File: src/rtl/otter_pc_sequencer.sv
// otter_pc_sequencer
// Multicycle fetch / next-PC sequencer for the OTTER core. It drives the
// program-counter register through PC_RST, PC_WRITE and PC_DIN, and reads
// back PC_COUNT. Each instruction is fetched over a req/valid handshake and
// issued to execute. After execute completes, the sequencer selects the next
// PC from the trap vector, the MEPC return, a branch/jump target or PC+PC_INC.
//
// State sequence: INIT -> FETCH -> ISSUE -> EXEC -> UPDATE -> FETCH ...
//
// Handshake: a fetch transfer happens on a rising edge where IMEM_REQ and
// IMEM_VALID are both high. IMEM_REQ and IMEM_ADDR stay stable until that
// edge, except for the one-cycle request drop that follows a FETCH_ERR.
// IMEM_VALID is ignored while IMEM_REQ is low.
//
// Ports:
//   clk         rising-edge clock
//   RST_N       asynchronous active-low reset
//   PC_COUNT    current PC from the PC register
//   PC_RST      synchronous clear to the PC register (one cycle after reset)
//   PC_WRITE    PC load enable (one cycle per instruction)
//   PC_DIN      next PC value
//   IMEM_REQ    fetch request
//   IMEM_ADDR   fetch address
//   IMEM_VALID  fetch data valid
//   IMEM_RDATA  fetched instruction
//   IR          captured instruction
//   IR_VALID    one-cycle issue pulse
//   EXEC_DONE   execute finished; redirect inputs are valid (sampled in EXEC only)
//   BR_TAKEN    branch/jump taken
//   BR_TARGET   branch/jump target
//   MRET        return-from-trap
//   MEPC        trap return address
//   INTR        level interrupt request
//   INTR_EN     global interrupt enable
//   MTVEC       trap vector
//   INTR_ACK    one-cycle trap-taken pulse
//   MEPC_WE     MEPC write strobe
//   MEPC_DATA   address to save in MEPC
//   FETCH_ERR   one-cycle fetch timeout pulse
//
// All outputs are registered. The internal 'state' signal is the FSM state
// and can be observed hierarchically.
module otter_pc_sequencer #(
    parameter int unsigned TIMEOUT_CYCLES = 255,
    parameter int unsigned PC_INC         = 4
) (
    input  logic        clk,
    input  logic        RST_N,
    input  logic [31:0] PC_COUNT,
    output logic        PC_RST,
    output logic        PC_WRITE,
    output logic [31:0] PC_DIN,
    output logic        IMEM_REQ,
    output logic [31:0] IMEM_ADDR,
    input  logic        IMEM_VALID,
    input  logic [31:0] IMEM_RDATA,
    output logic [31:0] IR,
    output logic        IR_VALID,
    input  logic        EXEC_DONE,
    input  logic        BR_TAKEN,
    input  logic [31:0] BR_TARGET,
    input  logic        MRET,
    input  logic [31:0] MEPC,
    input  logic        INTR,
    input  logic        INTR_EN,
    input  logic [31:0] MTVEC,
    output logic        INTR_ACK,
    output logic        MEPC_WE,
    output logic [31:0] MEPC_DATA,
    output logic        FETCH_ERR
);

    typedef enum logic [2:0] {
        INIT   = 3'd0,
        FETCH  = 3'd1,
        ISSUE  = 3'd2,
        EXEC   = 3'd3,
        UPDATE = 3'd4
    } state_t;

    localparam logic [7:0]  TIMEOUT_LIM = 8'(TIMEOUT_CYCLES);
    localparam logic [31:0] PC_STEP     = 32'(PC_INC);
    localparam logic [31:0] ALIGN_MASK  = ~32'd3;

    state_t      state, state_d;
    logic [7:0]  cnt, cnt_d;
    logic [7:0]  cnt_inc;

    logic        pc_rst_d, pc_write_d, req_d, ir_valid_d;
    logic        ack_d, mepc_we_d, err_d;
    logic [31:0] pc_din_d, addr_d, ir_d, mepc_data_d;

    // Next PC ignoring any trap. It is used directly when there is no trap,
    // and it is the return address saved to MEPC when a trap is taken.
    logic [31:0] seq_target;
    logic        take_trap;

    assign cnt_inc   = cnt + 8'd1;
    assign take_trap = INTR & INTR_EN;

    always_comb begin
        if (MRET)
            seq_target = MEPC & ALIGN_MASK;
        else if (BR_TAKEN)
            seq_target = BR_TARGET & ALIGN_MASK;
        else
            seq_target = PC_COUNT + PC_STEP;
    end

    always_comb begin
        state_d     = state;
        cnt_d       = cnt;
        pc_rst_d    = 1'b0;
        pc_write_d  = 1'b0;
        pc_din_d    = PC_DIN;
        req_d       = IMEM_REQ;
        addr_d      = IMEM_ADDR;
        ir_d        = IR;
        ir_valid_d  = 1'b0;
        ack_d       = 1'b0;
        mepc_we_d   = 1'b0;
        mepc_data_d = MEPC_DATA;
        err_d       = 1'b0;

        case (state)
            INIT: begin
                // The first cycle after reset raises PC_RST. The next edge
                // clears the PC register and enters FETCH at address 0.
                if (!PC_RST) begin
                    pc_rst_d = 1'b1;
                end else begin
                    state_d = FETCH;
                    req_d   = 1'b1;
                    addr_d  = 32'd0;
                    cnt_d   = 8'd0;
                end
            end

            FETCH: begin
                if (!IMEM_REQ) begin
                    // Recovery cycle after a timeout: re-request the same address.
                    req_d = 1'b1;
                end else if (IMEM_VALID) begin
                    // A valid response takes priority over a timeout firing
                    // in the same cycle.
                    ir_d       = IMEM_RDATA;
                    ir_valid_d = 1'b1;
                    req_d      = 1'b0;
                    cnt_d      = 8'd0;
                    state_d    = ISSUE;
                end else if (cnt_inc == TIMEOUT_LIM) begin
                    err_d = 1'b1;
                    req_d = 1'b0;
                    cnt_d = 8'd0;
                end else begin
                    cnt_d = cnt_inc;
                end
            end

            ISSUE: begin
                state_d = EXEC;
            end

            EXEC: begin
                if (EXEC_DONE) begin
                    state_d    = UPDATE;
                    pc_write_d = 1'b1;
                    if (take_trap) begin
                        pc_din_d    = MTVEC & ALIGN_MASK;
                        ack_d       = 1'b1;
                        mepc_we_d   = 1'b1;
                        mepc_data_d = seq_target;
                    end else begin
                        pc_din_d = seq_target;
                    end
                end
            end

            UPDATE: begin
                // The PC register loads PC_DIN on this edge, so the fetch
                // address equals the value being written.
                state_d = FETCH;
                req_d   = 1'b1;
                addr_d  = PC_DIN;
                cnt_d   = 8'd0;
            end

            default: begin
                state_d = INIT;
            end
        endcase
    end

    always_ff @(posedge clk or negedge RST_N) begin
        if (!RST_N) begin
            state     <= INIT;
            cnt       <= 8'd0;
            PC_RST    <= 1'b0;
            PC_WRITE  <= 1'b0;
            PC_DIN    <= 32'd0;
            IMEM_REQ  <= 1'b0;
            IMEM_ADDR <= 32'd0;
            IR        <= 32'd0;
            IR_VALID  <= 1'b0;
            INTR_ACK  <= 1'b0;
            MEPC_WE   <= 1'b0;
            MEPC_DATA <= 32'd0;
            FETCH_ERR <= 1'b0;
        end else begin
            state     <= state_d;
            cnt       <= cnt_d;
            PC_RST    <= pc_rst_d;
            PC_WRITE  <= pc_write_d;
            PC_DIN    <= pc_din_d;
            IMEM_REQ  <= req_d;
            IMEM_ADDR <= addr_d;
            IR        <= ir_d;
            IR_VALID  <= ir_valid_d;
            INTR_ACK  <= ack_d;
            MEPC_WE   <= mepc_we_d;
            MEPC_DATA <= mepc_data_d;
            FETCH_ERR <= err_d;
        end
    end

endmodule

File: config.mk
export PLATFORM = sky130hd
export DESIGN_NAME = otter_pc_sequencer
export DESIGN_NICKNAME = d
export VERILOG_FILES = /design/src/rtl/otter_pc_sequencer.sv
export SDC_FILE = /design/constraint.sdc
export NUM_CORES = 1
export LEC_CHECK = 0
export BUFFER_PORTS_ARGS = -buffer_cell sky130_fd_sc_hd__buf_2
export CAP_MARGIN = 10
export CORE_MARGIN = 2
export CORE_UTILIZATION = 47
export CTS_CLUSTER_SIZE = 28
export DETAILED_ROUTE_END_ITERATION = 6
export PLACE_DENSITY = 0.79
export SLEW_MARGIN = 10
export SYNTH_ARGS = -nofsm -noshare
export SYNTH_HDL_FRONTEND = slang
export SYNTH_SLANG_ARGS = --single-unit
File: constraint.sdc
create_clock -name clk -period 3 [get_ports clk]
set_input_delay 0.3 -clock clk [delete_from_list [all_inputs] [get_ports clk]]
set_output_delay 0.3 -clock clk [all_outputs]
set_load 0.01 [all_outputs]
==> flow_metrics.py <==
metrics = {
    "global_route": {
        "grt_usage_pct": 27.6,
        "grt_max_degree": 55,
        "grt_pass1_vias": 6302,
        "grt_first_pass_wirelength_um": 33900,
        "antenna_found_initial": 1,
        "grt_remaining_overflow": 0,
    },
    "detailed_routing": {
        "drtIter0Drc": 580,
        "wire_per_inst_um": 18.8,
        "vias": 6590,
        "routed_via_density": 5.67,
        "drc": 0,
        "drt-pass1-iter-count": 5,
        "wl_um": 21900,
        "drtAntennaViolNets": 0,
    },
    "worst_setup_path": {
        "cp_data_required_time_ns": 3.30,
        "crit_slowest_cell": "dfrtp_1",
        "cp_max_fo": 10,
        "arrival_ns": 2.52,
        "end_kind": "flip-flop",
        "crit_path_start_kind": "flip-flop",
        "slowest_delay_ns": 0.43,
        "path_class": "reg -> reg",
        "crit_chain": "nand3_1 -> or3_1 -> a221oi_1 -> or2_1 -> o21ai_0 -> a21o_1",
    },
    "floorplanning": {
        "rows": 44,
        "dieArea_um2": 15800,
        "core_area_um2": 14500,
        "boundaryPins": 303,
        "dieHeight_um": 126,
        "die_w_um": 126,
        "start_util_pct": 48.0,
    },
    "timing": {
        "setup_viol": 0,
        "slew_violations": 0,
        "hold_viol_final": 0,
        "finalCritPeriodShare_pct": 74.0,
        "tightest_slew_ns": 0.766,
        "period_needed_ns": 2.22,
        "tns_ns": 0,
        "rsz0062_at_grt": "false",
        "fmax_mhz": 450,
        "finalClockSkew_ns": 0.0109,
        "fin_ws_ns": 0.780,
        "hold-worst-slack_ns": 0.120,
        "maxSlewHeadroom_pct": 48.7,
    },
    "synthesis": {
        "syn_area_per_cell_um2": 10.2,
        "postSynthCellCount": 683,
        "yosysTopAreaCell": "dfrtp_1",
        "syn_nets": 854,
        "ys_types": 58,
        "ys_async_sr_fraction_pct": 100,
        "yosys_warnings": 0,
        "synth_top_cell_area_share_pct": 52.2,
        "ys_top_cells_by_area": "dfrtp_1 52%, mux2_2 5.5%, o21ai_0 4.8%",
        "synth_common_cells": "145 x dfrtp_1, 78 x nand2_1, 67 x o21ai_0",
        "ys_seq_area_share_pct": 52.2,
        "synth_flop_cell": "dfrtp_1",
        "synth_edf_count": 0,
        "synth.ff_latch_count": 145,
        "syn_area_um2": 6950,
        "yosysMostFrequentCell": "dfrtp_1",
    },
    "clocking": {
        "clk_latency_ns": 0.41,
        "cts_tree": "yes",
        "cts.path.max_buffers": 2,
        "cts_sinks": 145,
        "htreeDepth": 4,
        "clk_pin_slew_ns": 0.06,
        "cts_resized": 0,
        "cts_buffers": 17,
        "cts-root-buf": "clkbuf_16",
    },
    "final_layout": {
        "multi_input_area_um2": 3070,
        "fill_cells": 1169,
        "area.growth.synth_to_final_pct": 32.9,
        "regArea_um2": 3630,
        "final_core_util_pct": 63.8,
        "layout-drive-gt1-share_pct": 39.0,
        "final_nets": 1136,
    },
    "power": {
        "leakagePower_nw": 4.70,
        "ir_drop_uv": 515,
        "p_per_area_nw_per_um2": 917,
        "power_mw": 8.47,
    },
    "worst_hold_path": {
        "hold_path_class": "in -> reg",
    },
    "outcome": {
        "outcome": "complete, no violations",
    },
    "job": {
        "maxCapViolCount": 0,
    },
    "place": {
        "place_ws_ns": 0.623,
        "io_buffers": 296,
        "dp_hpwl_um": 17100,
        "gp_congestion": 0.962,
    },
}
==> worst paths after layout <==
path / startpoint / endpoint / slack, ns / cells after the start
max in group asynchronous: RST_N / MEPC_DATA[31] / 1.69 / 3
hold / removal: IMEM_RDATA[17] / IR[17] / 0.12 / 2
setup / recovery: cnt[2] / cnt[2] / 0.78 / 6
min in group asynchronous: RST_N / IR[1] / 0.40 / 2
setup reg to reg: cnt[2] / cnt[2] / 0.78 / 6
hold reg to reg: MEPC_DATA[25] / MEPC_DATA[25] / 0.47 / 2
==> stage by stage <==
stage	instances	instance area, um^2
4_1_cts	1161	9230
2_1_floorplan	683	6950
5_1_grt	1161	9230
3_5_place_dp	1129	8580
6_report	1162	9230
3_3_place_gp	1129	8580
==> state kept, by name (all words and copies together) (netlist names) <==
name / cells
PC_RST: 1
cnt: 8
state: 3
PC_WRITE: 1
IR_VALID: 1
IR: 32
MEPC_WE: 1
PC_DIN: 32
FETCH_ERR: 1
MEPC_DATA: 32
IMEM_REQ: 1
IMEM_ADDR: 32
==> final cells by class <==
type | instances | area share (%)
Sequential cell | 145 | 39.3
Multi-Input combinational cell | 477 | 33.2
Clock inverter | 12 | 2.22
Inverter | 13 | 0.529
Timing Repair Buffer | 311 | 17.5
Tap cell | 184 | 2.49
Antenna cell | 1 | 0.0271
Clock buffer | 19 | 4.69
==> worst max-delay path, delay by kind of cell, from the launching register on <==
| family | cells | cell delay (ns) |
|---|---|---|
| DFF | 1 | 0.43 |
| AOI/OAI and AO/OA | 3 | 0.73 |
| and+or+nand+nor | 3 | 0.95 |
==> layer usage <==
metal / GRT usage (%) / share of wire [%]
met4: 8.82 / 2.2
met2: 46.9 / 49
met5: 0 / 0
met3: 7.02 / 8.4
met1: 34.8 / 40
==> cells in the final DEF (no fill, tap or decap), types with 9 or more instances in the layout <==
| master | instances |
|---|---|
| mux2_2 | 34 |
| nand3_1 | 18 |
| a22o_1 | 38 |
| o21ai_0 | 67 |
| xor2_1 | 14 |
| dfrtp_1 | 145 |
| nand4_1 | 9 |
| clkbuf_16 | 17 |
| nor2_1 | 24 |
| buf_2 | 295 |
| nor3_1 | 17 |
| inv_1 | 13 |
| and3_1 | 19 |
| o31ai_1 | 11 |
| nand2_1 | 77 |
| a21oi_1 | 35 |
| buf_4 | 13 |
==> power breakdown <==
group	total, mW	internal [mW]	switching [mW]	leakage [nW]
registers	3.32	2.77	0.552	1.85
logic	2.86	1.30	1.56	2.54
clock network	2.29	1.48	0.806	0.304
total	8.47	5.54	2.92	4.70
==> what timing repair did <==
item                                   in CTS  in global routing
endpoints found under the hold margin      52                  0
buffers inserted                            0                  0
hold buffers                                1                  0
==> cells by family after synthesis <==
kind of cell,count (synthesis),synth area share (%)
AO/OA/AOI/OAI,208,19.7
AND/OR/NAND/NOR,208,15.2
XOR/XNOR,19,2.40
buffers and inverters,61,3.69
flip-flops,145,52.2
adder cells (fa/ha/maj),3,0.540
multiplexers,39,6.23
(Power assumes the default switching activity.)
